===== config.mk =====
export PLATFORM = sky130hd
export DESIGN_NAME = inv_nibble_sub_word
export DESIGN_NICKNAME = d
export VERILOG_FILES = /design/src/rtl/inv_nibble_sub_word.sv
export SDC_FILE = /design/constraint.sdc
export NUM_CORES = 1
export LEC_CHECK = 0
export ABC_AREA = 1
export CAP_MARGIN = 5
export CELL_PAD_IN_SITES_DETAIL_PLACEMENT = 1
export CELL_PAD_IN_SITES_GLOBAL_PLACEMENT = 1
export CORE_MARGIN = 4
export CORE_UTILIZATION = 42
export CTS_CLUSTER_SIZE = 12
export DETAILED_ROUTE_END_ITERATION = 16
export PLACE_DENSITY = 0.83
export RECOVER_POWER = 50
export SYNTH_ARGS = -nofsm -noshare
export SYNTH_HDL_FRONTEND = slang
export SYNTH_SLANG_ARGS = --single-unit
export TNS_END_PERCENT = 50

===== constraint.sdc =====
create_clock -name clk -period 3.4 [get_ports clk]
set_input_delay 0.68 -clock clk [delete_from_list [all_inputs] [get_ports clk]]
set_output_delay 0.68 -clock clk [all_outputs]
set_load 0.01 [all_outputs]

===== src/rtl/inv_nibble_sub_word.sv =====
// Iterative inverse nibble substitution for the simplified-AES decrypt path.
// One nibble per clock, LSB nibble first, with valid/ready on both sides.
module inv_nibble_sub_word #(
    parameter int unsigned NIBBLES = 4
) (
    input  logic                 clk,
    input  logic                 rst_n,
    input  logic                 in_valid,
    output logic                 in_ready,
    input  logic [4*NIBBLES-1:0] in_data,
    output logic                 out_valid,
    input  logic                 out_ready,
    output logic [4*NIBBLES-1:0] out_data,
    output logic                 busy
);

    localparam int unsigned W    = 4 * NIBBLES;
    localparam int unsigned IDXW = (NIBBLES > 1) ? $clog2(NIBBLES) : 1;

    typedef enum logic [1:0] {
        ST_IDLE,
        ST_SUB,
        ST_DONE
    } state_t;

    state_t          r_state;
    state_t          w_state_next;
    logic [W-1:0]    r_work;
    logic [W-1:0]    w_work_next;
    logic [IDXW-1:0] r_idx;
    logic [W-1:0]    r_out_data;
    logic            w_last;

    function automatic logic [3:0] inv_sbox(input logic [3:0] n);
        logic [3:0] r;
        case (n)
            4'h0: r = 4'hE;
            4'h1: r = 4'h3;
            4'h2: r = 4'h4;
            4'h3: r = 4'h8;
            4'h4: r = 4'h1;
            4'h5: r = 4'hC;
            4'h6: r = 4'hA;
            4'h7: r = 4'hF;
            4'h8: r = 4'h7;
            4'h9: r = 4'hD;
            4'hA: r = 4'h9;
            4'hB: r = 4'h6;
            4'hC: r = 4'hB;
            4'hD: r = 4'h2;
            4'hE: r = 4'h0;
            default: r = 4'h5;
        endcase
        return r;
    endfunction

    // Decode-per-nibble rather than a variable part-select keeps every index in range.
    always_comb begin
        w_work_next = r_work;
        for (int unsigned i = 0; i < NIBBLES; i++) begin
            if (r_idx == IDXW'(i)) begin
                w_work_next[4*i +: 4] = inv_sbox(r_work[4*i +: 4]);
            end
        end
    end

    assign w_last = (r_idx == IDXW'(NIBBLES - 1));

    always_comb begin
        w_state_next = r_state;
        case (r_state)
            ST_IDLE: if (in_valid) w_state_next = ST_SUB;
            ST_SUB:  if (w_last) w_state_next = ST_DONE;
            ST_DONE: if (out_ready) w_state_next = ST_IDLE;
            default: w_state_next = ST_IDLE;
        endcase
    end

    always_ff @(posedge clk or negedge rst_n) begin
        if (!rst_n) begin
            r_state <= ST_IDLE;
        end else begin
            r_state <= w_state_next;
        end
    end

    always_ff @(posedge clk or negedge rst_n) begin
        if (!rst_n) begin
            r_work     <= '0;
            r_idx      <= '0;
            r_out_data <= '0;
        end else begin
            case (r_state)
                ST_IDLE: begin
                    if (in_valid) begin
                        r_work <= in_data;
                        r_idx  <= '0;
                    end
                end
                ST_SUB: begin
                    r_work <= w_work_next;
                    if (w_last) begin
                        r_out_data <= w_work_next;
                    end else begin
                        r_idx <= r_idx + IDXW'(1);
                    end
                end
                default: ;
            endcase
        end
    end

    assign in_ready  = (r_state == ST_IDLE);
    assign out_valid = (r_state == ST_DONE);
    assign busy      = (r_state != ST_IDLE);
    assign out_data  = r_out_data;

endmodule


After elaboration in Yosys (flattened, before gate mapping). Memories as Yosys holds them, arrays and structs flattened. Index checks and enable logic that the tools add are counted. W data, S select, Z words.

Add/sub/neg operators: 1. Reduce and logical (&&, ||, !) cells: 8. Mux-type cells: 13. Eq/ne operators: 9.

Operators with widths (count): $pmux W16 S2 (1); $mux W16 (1); $mux W4 (4); $mux W2 (5); $eq A2 B2 Y1 const B (3); $ne A2 B2 Y1 const B (3); $pmux W2 S3 (1); $reduce_and A3 Y1 (2); $eq A2 B1 Y1 const B (2); $logic_not A2 Y1 (2); $pmux W2 S2 (1); $reduce_and A2 Y1 (2); $reduce_bool A2 Y1 (2); $add A2 B1 Y2 const B (1); $ne A2 B1 Y1 const B (1).

Logic and storage cells: 39. Memories: 4. Register bits: 36. Bits in read-only memories: 256. Input port bits: 20.

Memory list: (name not given) (depth 16, bits a word 4, read ports 1, clocked after Yosys merged registers in 0, wr ports 0, line 36) `case (n)`; (name not given) (depth 16, bits a word 4, read ports 1, clocked after Yosys merged registers in 0, wr ports 0, line 36); (name not given) (depth 16, bits a word 4, read ports 1, clocked after Yosys merged registers in 0, wr ports 0, line 36); (name not given) (depth 16, bits a word 4, read ports 1, clocked after Yosys merged registers in 0, wr ports 0, line 36).

Logic depth before layout (Yosys ltp). Gate-level depths: netlist of run 1.

Depth after elaboration: 3. Depth in mapped cells: 11. Mapped depth without buffers: 11.

Least setup slack after synthesis of run 1. No wires, ideal clock.

Path type: reg2out. Start: register r_state[0]. End: output busy. Slack: 1817 ps. Required time: 2720 ps. Buffers on the path: 1. Stages on the path, launching flop included: 4. Data arrival time: 903 ps. Cells stage by stage: dfrtp_1 buf_4 nor2_1 inv_1.

Word-level cells in the longest chain between the ends: 1.

RTL lines: start, declared (line 26) `state_t r_state;`; start signal, assigned (line 83) `r_state <= w_state_next;`; $reduce_bool A2 Y1 (line 115) `assign busy = (r_state != ST_IDLE);`; end, declared (line 14) `output logic busy`.

No other way between the ends.

Final worst setup path of run 1.
Start: input in_valid. End: register r_idx[1].

Word-level cells in the longest chain between the ends: 2.

RTL lines: start, declared (line 8) `input logic in_valid,`; $ne A2 B2 Y1 (no line); $reduce_and A3 Y1 (no line); end signal, assigned (line 105) `r_idx <= r_idx + IDXW'(1);`; end, declared (line 30) `logic [IDXW-1:0] r_idx;`.

No other way between the ends. A chain may end at the register's enable or synchronous reset.

==> impl_metrics.py, run 1 <==
metrics = {
    "cts": {
        "clk_latency_ns": 0.29,
        "cts_tree": "yes",
        "numCtsBuffers": 5,
        "cts_setup_buffers": 0,
        "clockRootBuffer": "clkbuf_8",
        "h-tree-depth": 2,
        "cts_sinks": 36,
        "cts.clk_slew.worst_paths_ns": 0.07,
        "clock_path_buffers": 2,
        "post_cts_resized": 0,
        "holdBufCountCts": 0,
    },
    "yosys": {
        "ys_ff_latch": 36,
        "synthArstFlopShare_pct": 100,
        "syn_avg_cell_area_sq_um": 6.95,
        "synth_area_sq_um": 2490,
        "yosysSeqAreaShare_pct": 36.2,
        "synth.largest_area_cell": "dfrtp_1",
        "synth_ff_type": "dfrtp_1",
        "netlist.area_leader.share_pct": 36.2,
        "synth.distinct_cells": 23,
        "syn_nets": 399,
        "synth_area_leaders": "dfrtp_1 36%, nand2_1 22%, ha_1 11%",
        "synth_cells": 358,
        "ys.warnings.count": 0,
        "synth_edf_count": 0,
    },
    "setup_path": {
        "reg2reg_depth": 4,
        "r2r_end": "r_idx[1]$_DFFE_PN0P_",
        "arrival_ns": 2.84,
        "end_kind": "register",
        "path_class": "in -> reg",
        "critPathMaxFanout": 30,
        "required_ns": 3.61,
        "worstSetupStartpointType": "input pin",
        "reg2reg_setup_slack_ns": 1.18,
        "r2r-start": "r_state[0]$_DFFE_PN0P_",
    },
    "drt": {
        "via_count": 2394,
        "wl_um": 6780,
        "drtAntennaViolNets": 0,
        "first_pass_iters": 4,
        "avgRoutedWirePerCell_um": 14.5,
        "drt_iter0_drc": 80,
        "via_per_inst": 5.13,
        "drc": 0,
    },
    "power": {
        "p_sw_mw": 1.58,
        "p_seq_share_pct": 28.5,
        "irDropWorstVdd_mv": 0.406,
        "clockPowerShare_pct": 10.7,
        "netSwitchingFraction_pct": 50.7,
        "p_comb_share_pct": 60.8,
        "internal_power_mw": 1.54,
        "cellPowerDensity_nw_per_um2": 1050,
        "leakage_nw": 1.56,
    },
    "worst_hold_path": {
        "hp-start": "out_data[3]$_DFFE_PN0P_",
        "min_path_cells": 2,
        "holdPathEnd": "out_data[3]$_DFFE_PN0P_",
        "hold_path_class": "reg -> reg",
    },
    "job": {
        "maxCapViolCount": 1,
    },
    "global_route": {
        "grt_overflow": 0,
        "grt_usage_pct": 19.8,
        "grt_pass1_wl_um": 11700,
        "grt_pass1_vias": 2495,
        "grt_max_degree": 37,
        "grt_antenna_before_repair": 0,
    },
    "final_layout": {
        "syn_to_final_growth_pct": 19.3,
        "antenna_cells": 0,
        "stdcell_area_sq_um": 2970,
        "fin_nets": 435,
        "drive_above_1_share_pct": 4.30,
        "utilization_pct": 52.7,
    },
    "floorplan": {
        "num_rows": 27,
        "die_area_sq_um": 7220,
        "start_util_pct": 44.1,
        "core_sq_um": 5640,
        "die_y_um": 85.0,
        "ios": 39,
        "dieWidth_um": 85.0,
    },
    "sta": {
        "clock_skew_ns": 0.00443,
        "setup_tns_ns": 0,
        "report.final.slew_viol_count": 37,
        "max_freq_mhz": 380,
        "setup_ws_ns": 0.768,
        "relSlewSlack_pct": -37.4,
        "post-route-period-util_pct": 77.4,
        "hold_ws_ns": 0.483,
        "rsz0062_at_grt": "no",
        "worstMarginPinSlew_ns": 2.06,
        "final_hold_viol_count": 0,
        "finalCriticalPeriod_ns": 2.63,
        "setup-violations-final": 0,
    },
    "status": {
        "status": "complete, but fails checks",
        "violations": "capacitance limit, slew limit",
    },
    "place": {
        "dp_hpwl_um": 4850,
        "port_buffers": 38,
        "place_ws_ns": 1.35,
        "gp_congestion": 0.784,
        "place_area_sq_um": 2890,
    },
}
-- through the flow --
step	cells	power (mW)
2_1_floorplan	358	2.21
3_3_place_gp	459	2.70
3_5_place_dp	459	2.81
4_1_cts	467	3.16
5_1_grt	467	3.49
6_report	467	3.12
-- synthesized netlist by cell type (2+ instances only) --
cell / instances
nand2_1: 145
dfrtp_1: 36
nor2_1: 34
inv_1: 33
nand3_1: 28
ha_1: 21
o21ai_0: 21
a21oi_1: 8
o21ai_2: 7
buf_2: 5
buf_4: 3
buf_6: 3
inv_2: 3
o21a_1: 2
-- power groups by stage --
| stage | registers, mW | clock network [mW] | logic [mW] |
|---|---|---|---|
| 6_report | 0.889 | 0.334 | 1.90 |
| 5_1_grt | 0.932 | 0.360 | 2.20 |
| 4_1_cts | 0.888 | 0.338 | 1.94 |
| 3_5_place_dp | 0.891 | 0 | 1.92 |
| 3_3_place_gp | 0.879 | 0 | 1.83 |
| 2_1_floorplan | 0.839 | 0 | 1.37 |
-- worst max-delay path, stage by stage --
cell and delay (ns):
dlygate4sd3_1 0.58, o21ai_0 0.17, clkbuf_1 1.00, nor2_1 0.19
o21ai_0 0.20
-- sequential cells by signal, indices dropped and copies added, names as in the netlist --
name,count
out_data,16
r_idx,2
r_state,2
r_work,16
-- cell usage in the layout (no fill, tap or decap), drive strengths merged, types with 8 or more instances in the layout --
cell and count:
nor2 35, nand2 146, dfrtp 36, ha 21, nand3 28, a21oi 8, o21ai 29, inv 36
clkbuf 10, clkdlybuf4s50 36
-- metal layers --
layer	up-vias	GRT usage (%)	routed length, um
li1	1188	-	-
met1	1170	24.2	3060
met2	32	35.2	3440
met3	4	4.37	224
met4	0	4.60	50
met5	-	0	0
-- area by class of cell --
cell class / instances / area [sq um]
repair buffers: 40 / 385
flip-flops and latches: 36 / 901
clock buffers: 8 / 90.1
inverters: 36 / 135
multi-input cells: 275 / 1370
fillers: 757 / 2670
well taps: 72 / 90.1
-- worst max-delay path by stage --
stage                            from              endpoint  slack [ns]  depth (start not counted)
6_report                     in_valid  r_idx[1]$_DFFE_PN0P_        0.77                          5
2_1_floorplan  r_state[0]$_DFFE_PN0P_                  busy        1.82                          3
3_5_place_dp   r_state[0]$_DFFE_PN0P_              in_ready        1.35                          2
5_1_grt                      in_valid  r_idx[0]$_DFFE_PN0P_        0.60                          5
4_1_cts        r_state[0]$_DFFE_PN0P_              in_ready        1.03                          2
3_3_place_gp   r_state[0]$_DFFE_PN0P_              in_ready        1.41                          2
-- kinds of logic after synthesis --
family                   count (synthesis)  synth area share, %
buffers and inverters                   47                 8.69
AND/OR/NAND/NOR                        212                 34.7
adder cells (fa/ha/maj)                 21                 10.6
AO/OA/AOI/OAI                           42                 9.90
flip-flops                              36                 36.2
(Power assumes the default switching activity.)
==> run 2, diff against run 1 <==
- CORE_UTILIZATION: 42 -> 35
- PLACE_DENSITY: 0.83 -> 0.74
- clock period: 3.4 -> 2.36 ns (I/O delays scaled with it)
==> run 2 against run 1 <==
Against the previous run: the flow now finishes without violations; cell area increased by 2.5%; combinational power increased by 43%; sequential share of layout area decreased by 0.75 points; non-clock buffer count is 2 higher; setup slack worse by 0.51 ns; register-to-register slack got worse by 0.56 ns; clock skew increased by 0.00089 ns; flip-flop and latch count unchanged; global-route usage decreased by 2.8 points; total power rose by 48%; via count fell by 1.3%; highest routed layer unchanged.
==> impl_metrics.py, run 2 (synthesized netlist as in run 1, its figures left out) <==
metrics = {
    "status": {
        "status": "complete, no violations",
    },
    "power": {
        "irDropWorstVdd_mv": 0.559,
        "leakage_nw": 1.59,
        "cellPowerDensity_nw_per_um2": 1510,
        "power.total_mw": 4.61,
    },
    "cts": {
        "cts_setup_buffers": 0,
        "cts_sinks": 36,
        "cts.clk_slew.worst_paths_ns": 0.08,
        "post_cts_resized": 0,
        "holdBufCountCts": 0,
        "h-tree-depth": 2,
        "clock_path_buffers": 2,
        "clk_latency_ns": 0.29,
        "clockRootBuffer": "clkbuf_8",
        "numCtsBuffers": 5,
        "cts_tree": "yes",
    },
    "sta": {
        "setup-violations-final": 0,
        "final_hold_viol_count": 0,
        "report.final.slew_viol_count": 0,
        "worstMarginPinSlew_ns": 0.913,
        "setup_tns_ns": 0,
        "clock_skew_ns": 0.00532,
        "relSlewSlack_pct": 39.1,
        "post-route-period-util_pct": 89.0,
        "max_freq_mhz": 476,
        "hold_ws_ns": 0.192,
        "setup_ws_ns": 0.260,
        "rsz0062_at_grt": "no",
        "finalCriticalPeriod_ns": 2.10,
    },
    "drt": {
        "via_per_inst": 4.79,
        "first_pass_iters": 4,
        "drtAntennaViolNets": 0,
        "drt_iter0_drc": 47,
        "wl_um": 6790,
        "via_count": 2362,
        "avgRoutedWirePerCell_um": 13.8,
        "drc": 0,
    },
    "final_layout": {
        "layout_common_cells": "145 x nand2_1, 36 x dfrtp_1, 35 x clkdlybuf4s50_1",
        "fin_nets": 437,
        "utilization_pct": 44.3,
        "antenna_cells": 0,
        "syn_to_final_growth_pct": 22.3,
        "fin_cells": 493,
        "drive_above_1_share_pct": 5.29,
        "layout_commonest_cell": "nand2_1",
        "stdcell_area_sq_um": 3050,
    },
    "global_route": {
        "grt_pass1_wl_um": 11700,
        "grt_usage_pct": 17.0,
        "grt_antenna_before_repair": 0,
        "grt_max_degree": 31,
        "grt_overflow": 0,
        "grt_pass1_vias": 2406,
    },
    "floorplan": {
        "dieWidth_um": 92.3,
        "start_util_pct": 36.2,
        "ios": 39,
        "num_rows": 30,
        "die_y_um": 92.3,
        "core_sq_um": 6870,
        "die_area_sq_um": 8530,
    },
    "setup_path": {
        "worstPathCellList": "nor2_1 > clkdlybuf4s50_1",
        "arrival_ns": 1.63,
        "critPathTopFamily": "buffers and inverters",
        "path_buf_inv": 1,
        "end_kind": "output port",
        "worstSetupStartpointType": "register",
        "slowest_delay_ns": 0.58,
        "path_class": "reg -> out",
        "cp_slowest_cell": "clkdlybuf4s50_1",
        "critPathMaxFanout": 10,
        "required_ns": 1.89,
    },
    "place": {
        "dpl.cell_count": 485,
        "port_buffers": 38,
        "dp_hpwl_um": 4890,
        "place_area_sq_um": 2930,
        "gp_congestion": 0.792,
        "place_ws_ns": 0.534,
    },
    "worst_hold_path": {
        "hold_path_class": "in -> async",
    },
    "job": {
        "maxCapViolCount": 0,
    },
}
-- run 2: changes by cell type in the layout (fill, tap and decap cells not counted) --
cell	delta
inv_2	+1
inv_1	-1
bufinv_16	+1
clkdlybuf4s50_1	-1
clkbuf_2	+1
dlygate4sd3_1	+1
clkbuf_8	+1
clkbuf_1	-1
-- run 2: area by class of cell --
class                           instances  area [sq um]
Tap cell                               96           120
Multi-Input combinational cell        275          1370
Fill cell                             896          3820
Clock buffer                            7          96.3
Timing Repair Buffer                   42           394
Inverter                               36           135
Sequential cell                        36           901
Clock inverter                          1          30.0
-- run 2: power by group --
part | total (mW) | switching [mW] | internal, mW
Sequential | 1.27 | 0.341 | 0.934
Combinational | 2.72 | 1.68 | 1.04
Clock | 0.615 | 0.242 | 0.373
-- run 2: layer usage --
layer	GRT usage (%)	part of all wire [%]	vias to the layer above
met2	28.6	48	41
met1	21.9	48	1114
li1	-	-	1196
met4	5.45	1.6	0
met3	3.01	3.2	11
met5	0	0	-
-- run 2: worst register-to-register path, cell delays in order, from the launching register on --
cell and delay, ns:
dfrtp_1 0.50, o21ai_0 0.22, clkbuf_2 0.56, nor2_1 0.17
o21ai_0 0.20
-- run 2: worst paths after layout --
kind / from / end / slack [ns] / cells past startpoint
worst max-delay path: r_state[0]$_DFFE_PN0P_ / in_ready / 0.26 / 2
worst min-delay path: rst_n / out_data[12]$_DFFE_PN0P_ / 0.19 / 1
worst max register to register: r_state[0]$_DFFE_PN0P_ / r_idx[1]$_DFFE_PN0P_ / 0.62 / 4
worst min register to register: out_data[3]$_DFFE_PN0P_ / out_data[3]$_DFFE_PN0P_ / 0.49 / 2
max in group asynchronous: rst_n / r_state[1]$_DFFE_PN0P_ / 0.92 / 2
min in group clk: out_data[3]$_DFFE_PN0P_ / out_data[3]$_DFFE_PN0P_ / 0.49 / 2
==> run 3, diff against run 2 <==
- CORE_ASPECT_RATIO: not set -> 1.5
- SETUP_SLACK_MARGIN: not set -> 0.05
==> run 3 against run 2 <==
Against the previous run: cell count is 4.3% lower; combinational power hardly changed; core utilization is 0.95 points lower; total power is 3.2% lower; sequential power hardly changed; clock power is 20% lower.
==> impl_metrics.py, run 3 (synthesized netlist as in run 1, its figures left out) <==
metrics = {
    "power": {
        "leakage_nw": 1.58,
        "irDropWorstVdd_mv": 0.509,
        "cellPowerDensity_nw_per_um2": 1490,
    },
    "setup_path": {
        "reg2reg_setup_slack_ns": 0.42,
        "reg2reg_depth": 6,
        "path_class": "reg -> out",
        "worstSetupStartpointType": "register",
        "r2r_end": "r_work[11]$_DFFE_PN0P_",
        "end_kind": "output port",
        "r2r-start": "r_state[0]$_DFFE_PN0P_",
        "arrival_ns": 1.69,
        "required_ns": 1.89,
        "critPathMaxFanout": 10,
    },
    "sta": {
        "max_freq_mhz": 463,
        "clock_skew_ns": 0.00525,
        "setup_tns_ns": 0,
        "post-route-period-util_pct": 91.5,
        "final_hold_viol_count": 0,
        "hold_ws_ns": 0.323,
        "relSlewSlack_pct": 35.2,
        "report.final.slew_viol_count": 0,
        "rsz0062_at_grt": "no",
        "setup-violations-final": 0,
        "worstMarginPinSlew_ns": 0.973,
        "finalCriticalPeriod_ns": 2.16,
    },
    "cts": {
        "cts_tree": "yes",
        "h-tree-depth": 2,
        "cts_setup_buffers": 0,
        "clock_path_buffers": 2,
        "cts_sinks": 36,
        "clockRootBuffer": "clkbuf_8",
        "post_cts_resized": 0,
        "numCtsBuffers": 5,
        "holdBufCountCts": 0,
        "cts.clk_slew.worst_paths_ns": 0.08,
        "clk_latency_ns": 0.29,
    },
    "place": {
        "port_buffers": 38,
        "dpl.cell_count": 465,
        "dp_hpwl_um": 5030,
        "gp_congestion": 0.781,
    },
    "final_layout": {
        "drive_above_1_share_pct": 5.33,
        "antenna_cells": 0,
        "syn_to_final_growth_pct": 20.2,
        "layout_commonest_cell": "nand2_1",
        "fin_cells": 472,
        "layout_common_cells": "145 x nand2_1, 36 x dfrtp_1, 34 x inv_1, 34 x nor2_1, 31 x clkdlybuf4s50_1",
        "fill_cells": 893,
        "multi_input_area_sq_um": 1370,
        "fin_nets": 435,
        "regArea_sq_um": 901,
    },
    "global_route": {
        "grt_overflow": 0,
        "grt_max_degree": 37,
        "grt_pass1_vias": 2496,
        "grt_antenna_before_repair": 0,
        "grt_pass1_wl_um": 11900,
        "grt_usage_pct": 17.2,
    },
    "job": {
        "maxCapViolCount": 0,
    },
    "drt": {
        "drtAntennaViolNets": 0,
        "drc": 0,
        "drt_iter0_drc": 80,
        "wl_um": 6700,
        "via_per_inst": 4.97,
        "first_pass_iters": 4,
        "avgRoutedWirePerCell_um": 14.2,
        "via_count": 2347,
    },
    "floorplan": {
        "die_area_sq_um": 8560,
        "dieWidth_um": 76.9,
        "ios": 39,
        "start_util_pct": 36.1,
        "die_y_um": 111,
        "num_rows": 37,
        "core_sq_um": 6900,
    },
    "worst_hold_path": {
        "hold_path_class": "in -> async",
    },
    "status": {
        "status": "complete, no violations",
    },
}
-- run 3: cell types whose count changed in the layout (fill, tap and decap cells not counted), sizes merged --
cell           change
buf                +1
bufinv             -1
clkdlybuf4s50      -4
clkbuf             -3
dlygate4sd3        +4
-- run 3: worst max-delay path by stage --
stage / cells after the start / slack [ns] / endpoint / startpoint
floorplan: 3 / 0.98 / busy / r_state[0]$_DFFE_PN0P_
global placement: 6 / 0.51 / r_work[4]$_DFFE_PN0P_ / in_valid
detailed placement: 6 / 0.41 / r_work[10]$_DFFE_PN0P_ / in_valid
CTS: 2 / 0.18 / in_ready / r_state[0]$_DFFE_PN0P_
global route: 2 / 0.12 / in_ready / r_state[0]$_DFFE_PN0P_
finish: 2 / 0.20 / in_ready / r_state[0]$_DFFE_PN0P_
-- run 3: layer usage --
metal | wire length, um | GRT usage (%)
met1 | 2870 | 19.4
met2 | 3580 | 32.7
met3 | 147 | 2.28
met4 | 110 | 5.20
met5 | 0 | 0
-- run 3: area by class of cell --
cell class / count / share of cell area [%]
inverters: 36 / 4.52
repair buffers: 40 / 13.0
well taps: 78 / 3.26
multi-input cells: 275 / 45.9
flip-flops and latches: 36 / 30.1
clock buffers: 7 / 3.22
-- run 3: through the flow --
stage                     instance area [sq um]  worst slack, ns  power [mW]  utilization, %
after detailed placement                   2900            0.406        4.06            42.0
after global placement                     2900            0.505        3.93            42.0
after global routing                       2990            0.118        5.04            43.4
final                                      2990            0.201        4.46            43.4
after floorplan                            2490            0.985        3.18               -
after CTS                                  2990            0.181        4.57            43.4
-- run 3: critical path: stages, from the launching register on --
cell	delay (ns)
dfrtp_1	0.53
nor2_1	0.28
clkdlybuf4s50_1	0.58
-- run 3: report_power, final --
group          internal (mW)  switching [mW]
clock network          0.260           0.229
logic                   1.03            1.67
registers              0.934           0.344
total                   2.22            2.24
